`src/rtl/prog_sequencer.sv`:
```
// Program sequencer: loads the core PC, gates the core clock, acks completion.
// Steps through up to four program start addresses, one per start request.
module prog_sequencer #(
  parameter int          AW      = 10,
  parameter int          NPROG   = 3,
  parameter int          START0  = 0,
  parameter int          START1  = 128,
  parameter int          START2  = 256,
  parameter int          START3  = 384,
  parameter logic [15:0] TIMEOUT = 16'hFFFF
) (
  input  logic          CLK,
  input  logic          reset,
  input  logic          start,
  output logic          halt,
  input  logic          core_done,
  output logic          pc_load,
  output logic [AW-1:0] pc_start_addr,
  output logic          core_run,
  output logic [1:0]    prog_idx,
  output logic [15:0]   cycle_count,
  output logic          timeout
);

  typedef enum logic [1:0] {
    IDLE,
    LOAD,
    RUN,
    DONE
  } state_t;

  localparam logic [15:0] TLIM = TIMEOUT - 16'd1;
  localparam logic [1:0]  LAST = 2'(NPROG - 1);

  state_t      state;
  logic        start_q;
  logic        start_rise;
  logic        stop;
  logic [15:0] count_nxt;
  logic [1:0]  idx_nxt;

  assign start_rise = start & ~start_q;
  assign stop       = core_done | (cycle_count == TLIM);
  assign idx_nxt    = (prog_idx == LAST) ? 2'd0 : prog_idx + 2'd1;
  assign count_nxt  = (cycle_count == 16'hFFFF) ? cycle_count
                                                : cycle_count + 16'd1;

  always_comb begin
    pc_start_addr = AW'(START0);
    case (prog_idx)
      2'd0:    pc_start_addr = AW'(START0);
      2'd1:    pc_start_addr = AW'(START1);
      2'd2:    pc_start_addr = AW'(START2);
      default: pc_start_addr = AW'(START3);
    endcase
  end

  always_ff @(posedge CLK) begin
    if (reset) begin
      state       <= IDLE;
      start_q     <= 1'b0;
      halt        <= 1'b0;
      pc_load     <= 1'b0;
      core_run    <= 1'b0;
      prog_idx    <= 2'd0;
      cycle_count <= 16'd0;
      timeout     <= 1'b0;
    end else begin
      start_q <= start;
      case (state)
        IDLE, DONE: begin
          if (start_rise) begin
            state       <= LOAD;
            pc_load     <= 1'b1;
            halt        <= 1'b0;
            cycle_count <= 16'd0;
            timeout     <= 1'b0;
          end
        end
        LOAD: begin
          state    <= RUN;
          pc_load  <= 1'b0;
          core_run <= 1'b1;
        end
        RUN: begin
          cycle_count <= count_nxt;
          // core_done beats a simultaneous timeout
          if (stop) begin
            state    <= DONE;
            core_run <= 1'b0;
            halt     <= 1'b1;
            timeout  <= ~core_done;
            prog_idx <= idx_nxt;
          end
        end
        default: state <= IDLE;
      endcase
    end
  end

endmodule

```
`config.mk`:
```
export PLATFORM = sky130hd
export DESIGN_NAME = prog_sequencer
export DESIGN_NICKNAME = d
export VERILOG_FILES = /design/src/rtl/prog_sequencer.sv
export SDC_FILE = /design/constraint.sdc
export NUM_CORES = 1
export LEC_CHECK = 0
export CORE_UTILIZATION = 48
export CTS_CLUSTER_DIAMETER = 100
export CTS_CLUSTER_SIZE = 12
export DETAILED_ROUTE_END_ITERATION = 7
export PLACE_DENSITY = 0.88
export RECOVER_POWER = 25
export SYNTH_ARGS = -nofsm -noshare
export SYNTH_HDL_FRONTEND = slang
export SYNTH_SLANG_ARGS = --single-unit
```
`constraint.sdc`:
```
create_clock -name CLK -period 2.4 [get_ports CLK]
set_input_delay 0.72 -clock CLK [delete_from_list [all_inputs] [get_ports CLK]]
set_output_delay 0.72 -clock CLK [all_outputs]
set_load 0.005 [all_outputs]
```
Word level (Yosys, flattened, before mapping)
Index checks and enable logic that the tools add are counted.
{"block": "totals", "register_bits": 25, "latchBits": 0, "mem_bits_rw": 0, "mem_bits_ro": 0, "inputBits": 4, "out_inout_bits": 32, "n_memories": 0}
{"block": "op_classes", "addsub": 2, "multipliers": 0, "div_mod_pow": 0, "magnitude_cmp": 0, "n_eq_ne": 10, "shifts": 0, "mux": 17, "bitwise_logic": 4, "n_reduce_logical": 12}
{"op": "$eq A16 B16 Y1 const B", "count": 2}
{"op": "$mux W16", "count": 2}
{"op": "$pmux W16 S2", "count": 1}
{"op": "$pmux W9 S3", "count": 1}
{"op": "$add A16 B1 Y16 const B", "count": 1}
{"op": "$pmux W1 S2", "count": 4}
{"op": "$reduce_and A2 Y1", "count": 4}
{"op": "$eq A2 B2 Y1 const B", "count": 3}
{"op": "$mux W2", "count": 3}
{"op": "$ne A2 B2 Y1 const B", "count": 3}
{"op": "$pmux W2 S3", "count": 1}
{"op": "$reduce_and A3 Y1", "count": 2}
{"op": "$reduce_bool A2 Y1", "count": 3}
{"op": "$mux W1", "count": 5}
{"op": "$eq A2 B1 Y1 const B", "count": 2}
{"op": "$logic_not A2 Y1", "count": 2}
{"op": "$add A2 B1 Y2 const B", "count": 1}
{"op": "$not A1 Y1", "count": 2}
{"op": "$reduce_or A2 Y1", "count": 1}
{"op": "$and A1 B1 Y1", "count": 1}
{"op": "$or A1 B1 Y1", "count": 1}

Longest topological paths before layout
{"block": "logic_depth", "ltp_word": 4, "ltp_mapped": 8}

Worst setup path before layout
Ideal clock, no wire load.
{"block": "synth_path", "path_type": "input -> register", "startpoint": "input port reset", "endpoint": "register cycle_count[15]", "arrival_time_ns": 1.917, "path_slack_ns": 0.421, "cell_stages": 6, "n_path_buf": 1, "cell_sequence": "nand2b_1 buf_1 a21o_4 a21o_1 or4_1 nand3_1"}
{"element": "start: declaration", "line_no": "13", "text": "input logic reset,"}
{"element": "end signal: assignment", "line_no": "86", "text": "cycle_count <= count_nxt;"}
{"element": "end: declaration", "line_no": "21", "text": "output logic [15:0] cycle_count,"}

Worst setup path in the final report
{"block": "layout_path", "startpoint": "input port start", "endpoint": "register cycle_count[15]"}
{"block": "layout_via", "elab_chain_cells": 3}
{"element": "start: declaration", "line_no": "14", "text": "input logic start,"}
{"element": "$and A1 B1 Y1", "line_no": "42", "text": "assign start_rise = start & ~start_q;"}
{"element": "$ne A2 B2 Y1 (no source line)"}
{"element": "$reduce_and A3 Y1 (no source line)"}
No other way between the ends.
A chain may end at the register's enable or synchronous reset.

==> Implementation_results.wiki <==
{| class="wikitable"
! Metric !! Value
|-
| Number of maximum-capacitance violations || 0
|-
| Instance count after placement with tap cells included || roughly 230
|-
| Source of the critical timing path || start
|-
| Global-route wire length before repair || roughly 5000 µm
|-
| Half-perimeter wire length of the detailed placement result || about 2300 µm
|-
| Headroom to the max-slew limit || 0.583
|-
| Count of non-filler cells in the finished layout || ~240
|-
| Portion of netlist area occupied by mux cells || 0
|-
| Filler Cells Inserted || 260
|-
| Path type of the worst min-delay path || reg -> reg
|-
| Overall fraction of global-route tracks in use || 0.198
|-
| Run status || finished clean
|-
| Number of storage elements in the synthesis netlist || 25
|-
| Worst path buffer plus inverter count || 1
|-
| Total negative slack || 0 ns
|-
| Number of global-route vias before repair || between 1k and 1.5k
|-
| Seq/Total Area, Yosys || 0.358
|-
| Total of endpoints with negative setup slack in the final report || 0
|-
| Multi-input gate area in the final layout || roughly 760 µm²
|-
| Worst hold path startpoint || timeout
|-
| Number of sinks on the clock net || 25
|-
| Average detailed-routed wire length per instance || approximately 13 µm
|-
| Initial antenna violation count || 0
|-
| Delay-heaviest family, CP || simple AND/OR/NAND/NOR gates
|-
| Total stage count of the critical path || 6
|-
| Worst slew pin tran || between 0.6 and 0.7 ns
|-
| Uppermost layer routed || met4
|-
| Net count, final || roughly 220
|-
| Clock tree from TritonCTS || done
|-
| Crit Path Max Fanout || 5
|-
| WL final || roughly 3000 µm
|-
| Reg-to-reg critical path endpoint || cycle_count[15]
|-
| Largest family of logic cells by synthesized area || simple AND/OR/NAND/NOR gates
|-
| Count of final hold-check violations || 0
|-
| Post-layout minimum cycle time || between 2 and 2.5 ns
|-
| Cell Chain, Critical Path || dlygate4sd3_1, nand2b_1, a21o_4, a21o_1, or4_1, nand3_1
|-
| Initial standard-cell utilization of the core || 0.507
|-
| Post-synthesis instance area || roughly 0.0014 mm²
|-
| Required @ worst endpoint || between 2 and 3 ns
|-
| CTS max path bufs || 2
|-
| Number of design rule violations left after detail routing || 0
|-
| IR Drop Worst-Case VDD || 427 µV
|-
| Count of antenna-violating nets left after detailed routing || 0
|-
| Violation count after the first detailed-routing iteration || 58
|-
| Highest Clock Rate || ~0.47 GHz
|-
| Flop-to-flop setup slack || between 0.4 and 0.5 ns
|-
| IO Port Bufs || 27
|-
| Worst-path clk slew || 0.13 ns
|-
| Period Utilization, post-route || 0.888
|-
| Met2 wirelength from detailed routing || about 1400 µm
|-
| Width of the die || about 56 µm
|-
| Detail Route met3 WL || between 100 and 150 µm
|-
| Ratio of routed vias to standard cells || roughly 5.6
|-
| Synthesized-area fraction occupied by xor and xnor cells || 0
|-
| Number of placement rows || 19
|-
| Mean cell area of the mapped netlist || 7.99 µm²
|-
| Share of synthesized cell area in full adder, half adder and majority cells || 0.0447
|-
| Cell area reported after detailed placement || 0.00170 mm²
|-
| Core footprint || between 0.002 and 0.003 mm²
|-
| Synth warn || 0
|-
| Fraction of registers with async set/reset || 0
|-
| Cell chosen for the clock root || sky130_fd_sc_hd__clkbuf_4
|-
| CP Class || in -> reg
|-
| First-pass iteration count of the detailed router || 4
|-
| Start of the worst register-to-register path || state[0]
|-
| Leak || about 0.66 nW
|-
| Kind of end point of the critical path || flip-flop
|-
| Worst-case clock skew || ~0.0043 ns
|-
| Antenna diode count || 0
|-
| CTS Buf Count || 3
|-
| Level count of the clock H-tree || 1
|-
| Vias after detailed routing || around 1.3k
|-
| Count of different cell masters after synthesis || 44
|-
| Slowest cell delay on critical path || roughly 0.57 ns
|-
| Total gr overflow || 0
|-
| CTS Hold Bufs || 0
|-
| Chip Height || 56.0 µm
|-
| Largest net degree at the start of global routing || 14
|-
| Total Die Area || roughly 0.0031 mm²
|-
| Seq. cell area || between 500 and 600 µm²
|-
| Worst Setup Start Kind || input port
|-
| Arrival @ worst endpoint || 2.39 ns
|-
| Critical Path Slowest Stage Cell || sky130_fd_sc_hd__dlygate4sd3_1
|-
| Post-layout power || roughly 1.1 mW
|-
| Fraction of the mapped netlist area in compound gates || 0.228
|-
| Setup repair after global routing missed its margin || false
|-
| RePlAce Congestion || around 0.90
|-
| Number of synthesized flops with an enable pin || 0
|-
| Simple-gate area share of the yosys netlist || 0.258
|-
| Depth of the worst register-to-register path || 8
|-
| Main synth FF type || sky130_fd_sc_hd__dfxtp_1
|-
| Capturing instance or port of the critical path || cycle_count[15]
|-
| Worst skew pair latency || between 0.3 and 0.4 ns
|-
| Fin. max-slew vios || 0
|-
| Power Dens Cells || ~630 mW/mm²
|-
| Gate count of the mapped netlist || roughly 180
|-
| Final std cell area, no fill || roughly 0.0017 mm²
|-
| Met1 Wirelength || between 1000 and 1500 µm
|-
| Share of post-route cells with drive strength above 1 || 0.101
|-
| Area added between synthesis and finish || 22.4%
|-
| IO Count || 36
|}
## synth_stat cells, types with 3 or more instances
| library cell | instances | share of area |
|---|---|---|
| sky130_fd_sc_hd__dfxtp_1 | 25 | 0.36 |
| sky130_fd_sc_hd__nand3_1 | 4 | 0.014 |
| sky130_fd_sc_hd__a31oi_1 | 4 | 0.018 |
| sky130_fd_sc_hd__ha_1 | 5 | 0.045 |
| sky130_fd_sc_hd__nor2_1 | 14 | 0.038 |
| sky130_fd_sc_hd__o21ai_0 | 15 | 0.054 |
| sky130_fd_sc_hd__nand2_1 | 13 | 0.035 |
| sky130_fd_sc_hd__and2_1 | 4 | 0.018 |
| sky130_fd_sc_hd__a21oi_1 | 20 | 0.072 |
| sky130_fd_sc_hd__or4_1 | 3 | 0.016 |
| sky130_fd_sc_hd__nand2b_1 | 3 | 0.013 |
| sky130_fd_sc_hd__buf_6 | 3 | 0.024 |
| sky130_fd_sc_hd__buf_4 | 8 | 0.043 |
| sky130_fd_sc_hd__nand4_1 | 5 | 0.022 |
| sky130_fd_sc_hd__clkbuf_1 | 3 | 0.0080 |
| sky130_fd_sc_hd__inv_1 | 9 | 0.024 |
## flip-flops by register name, indices dropped and copies added, names as in the netlist
| register | cells |
|---|---|
| core_run | 1 |
| cycle_count | 16 |
| halt | 1 |
| pc_load | 1 |
| prog_idx | 2 |
| start_q | 1 |
| state | 2 |
| timeout | 1 |
## layout make-up
| type | count | share of cell area |
|---|---|---|
| sequential | 25 | 0.292 |
| tap | 31 | 0.0227 |
| timing repair buffer | 38 | 0.204 |
| clock buffer | 4 | 0.0154 |
| multi-input combinational | 131 | 0.446 |
| inverter | 9 | 0.0197 |
## cells by family (layout without fill, tap and decap cells)
logic type	count (synthesis)	count (layout)
other	1	8
adders and majority gates	5	5
AOI/OAI and AO/OA	53	53
buffers and inverters	26	51
and+or+nand+nor	65	65
DFF	25	25
## timing repair
action | CTS | global route
gates resized for setup | 0 | 1
setup buffers | 0 | 0
setup endpoints to repair | 0 | 5
## placed cells by master (no fill, tap or decap), drive strengths merged
cell type / instances
and3: 6
a21boi: 1
ha: 5
a21o: 2
o21a: 1
nor4: 1
dlygate4sd3: 4
o31ai: 2
nand4: 5
nand2: 13
nand3: 4
nor2b: 1
a41oi: 1
and2: 5
or4: 3
a21oi: 21
o211ai: 1
clkbuf: 5
nor3: 2
clkdlybuf4s50: 23
or2: 1
nand3b: 1
o21ai: 15
a211oi: 2
conb: 8
inv: 9
or3: 3
or4b: 1
a31oi: 4
nand2b: 3
o221a: 1
dfxtp: 25
buf: 10
and4: 2
nor2: 14
o22ai: 1
o41ai: 1
## metrics by stage
step / setup WS (ns) / hold WS (ns) / utilization
after floorplan: 0.421 / 0.466 / -
after global placement: 0.00142 / 0.465 / 0.616
after detailed placement: -0.0580 / 0.467 / 0.616
after CTS: 0.260 / 0.485 / 0.625
after global routing: 0.198 / 0.518 / 0.621
final: 0.270 / 0.480 / 0.621
## how the worst min path moves through the flow
stage                     endpoint  slack (ns)  cells after the start
final                      timeout        0.48                      2
after global routing       timeout        0.52                      2
after CTS                  timeout        0.49                      2
after detailed placement   timeout        0.47                      2
after global placement     timeout        0.47                      2
after floorplan            timeout        0.47                      2
## worst reg2reg max path: cells and delay by family, from the launching register on
kind,cells,cell delay (ns)
AOI/OAI and AO/OA,2,0.41
adders and majority gates,1,0.18
buffers and inverters,2,0.31
DFF,1,0.36
and+or+nand+nor,3,0.69
## power breakdown
group / internal [mW] / switching (mW) / total (mW)
Sequential: 0.453 / 0.0252 / 0.479
Clock: 0.0649 / 0.121 / 0.186
Combinational: 0.188 / 0.221 / 0.409
## per-layer routing
layer  global-route usage  up-vias
li1                     -      672
met4               0.0697        0
met1                0.263      621
met2                0.335       40
met3               0.0209        4
met5                    0        -
Note: power is estimated with default switching activity, not from simulation.
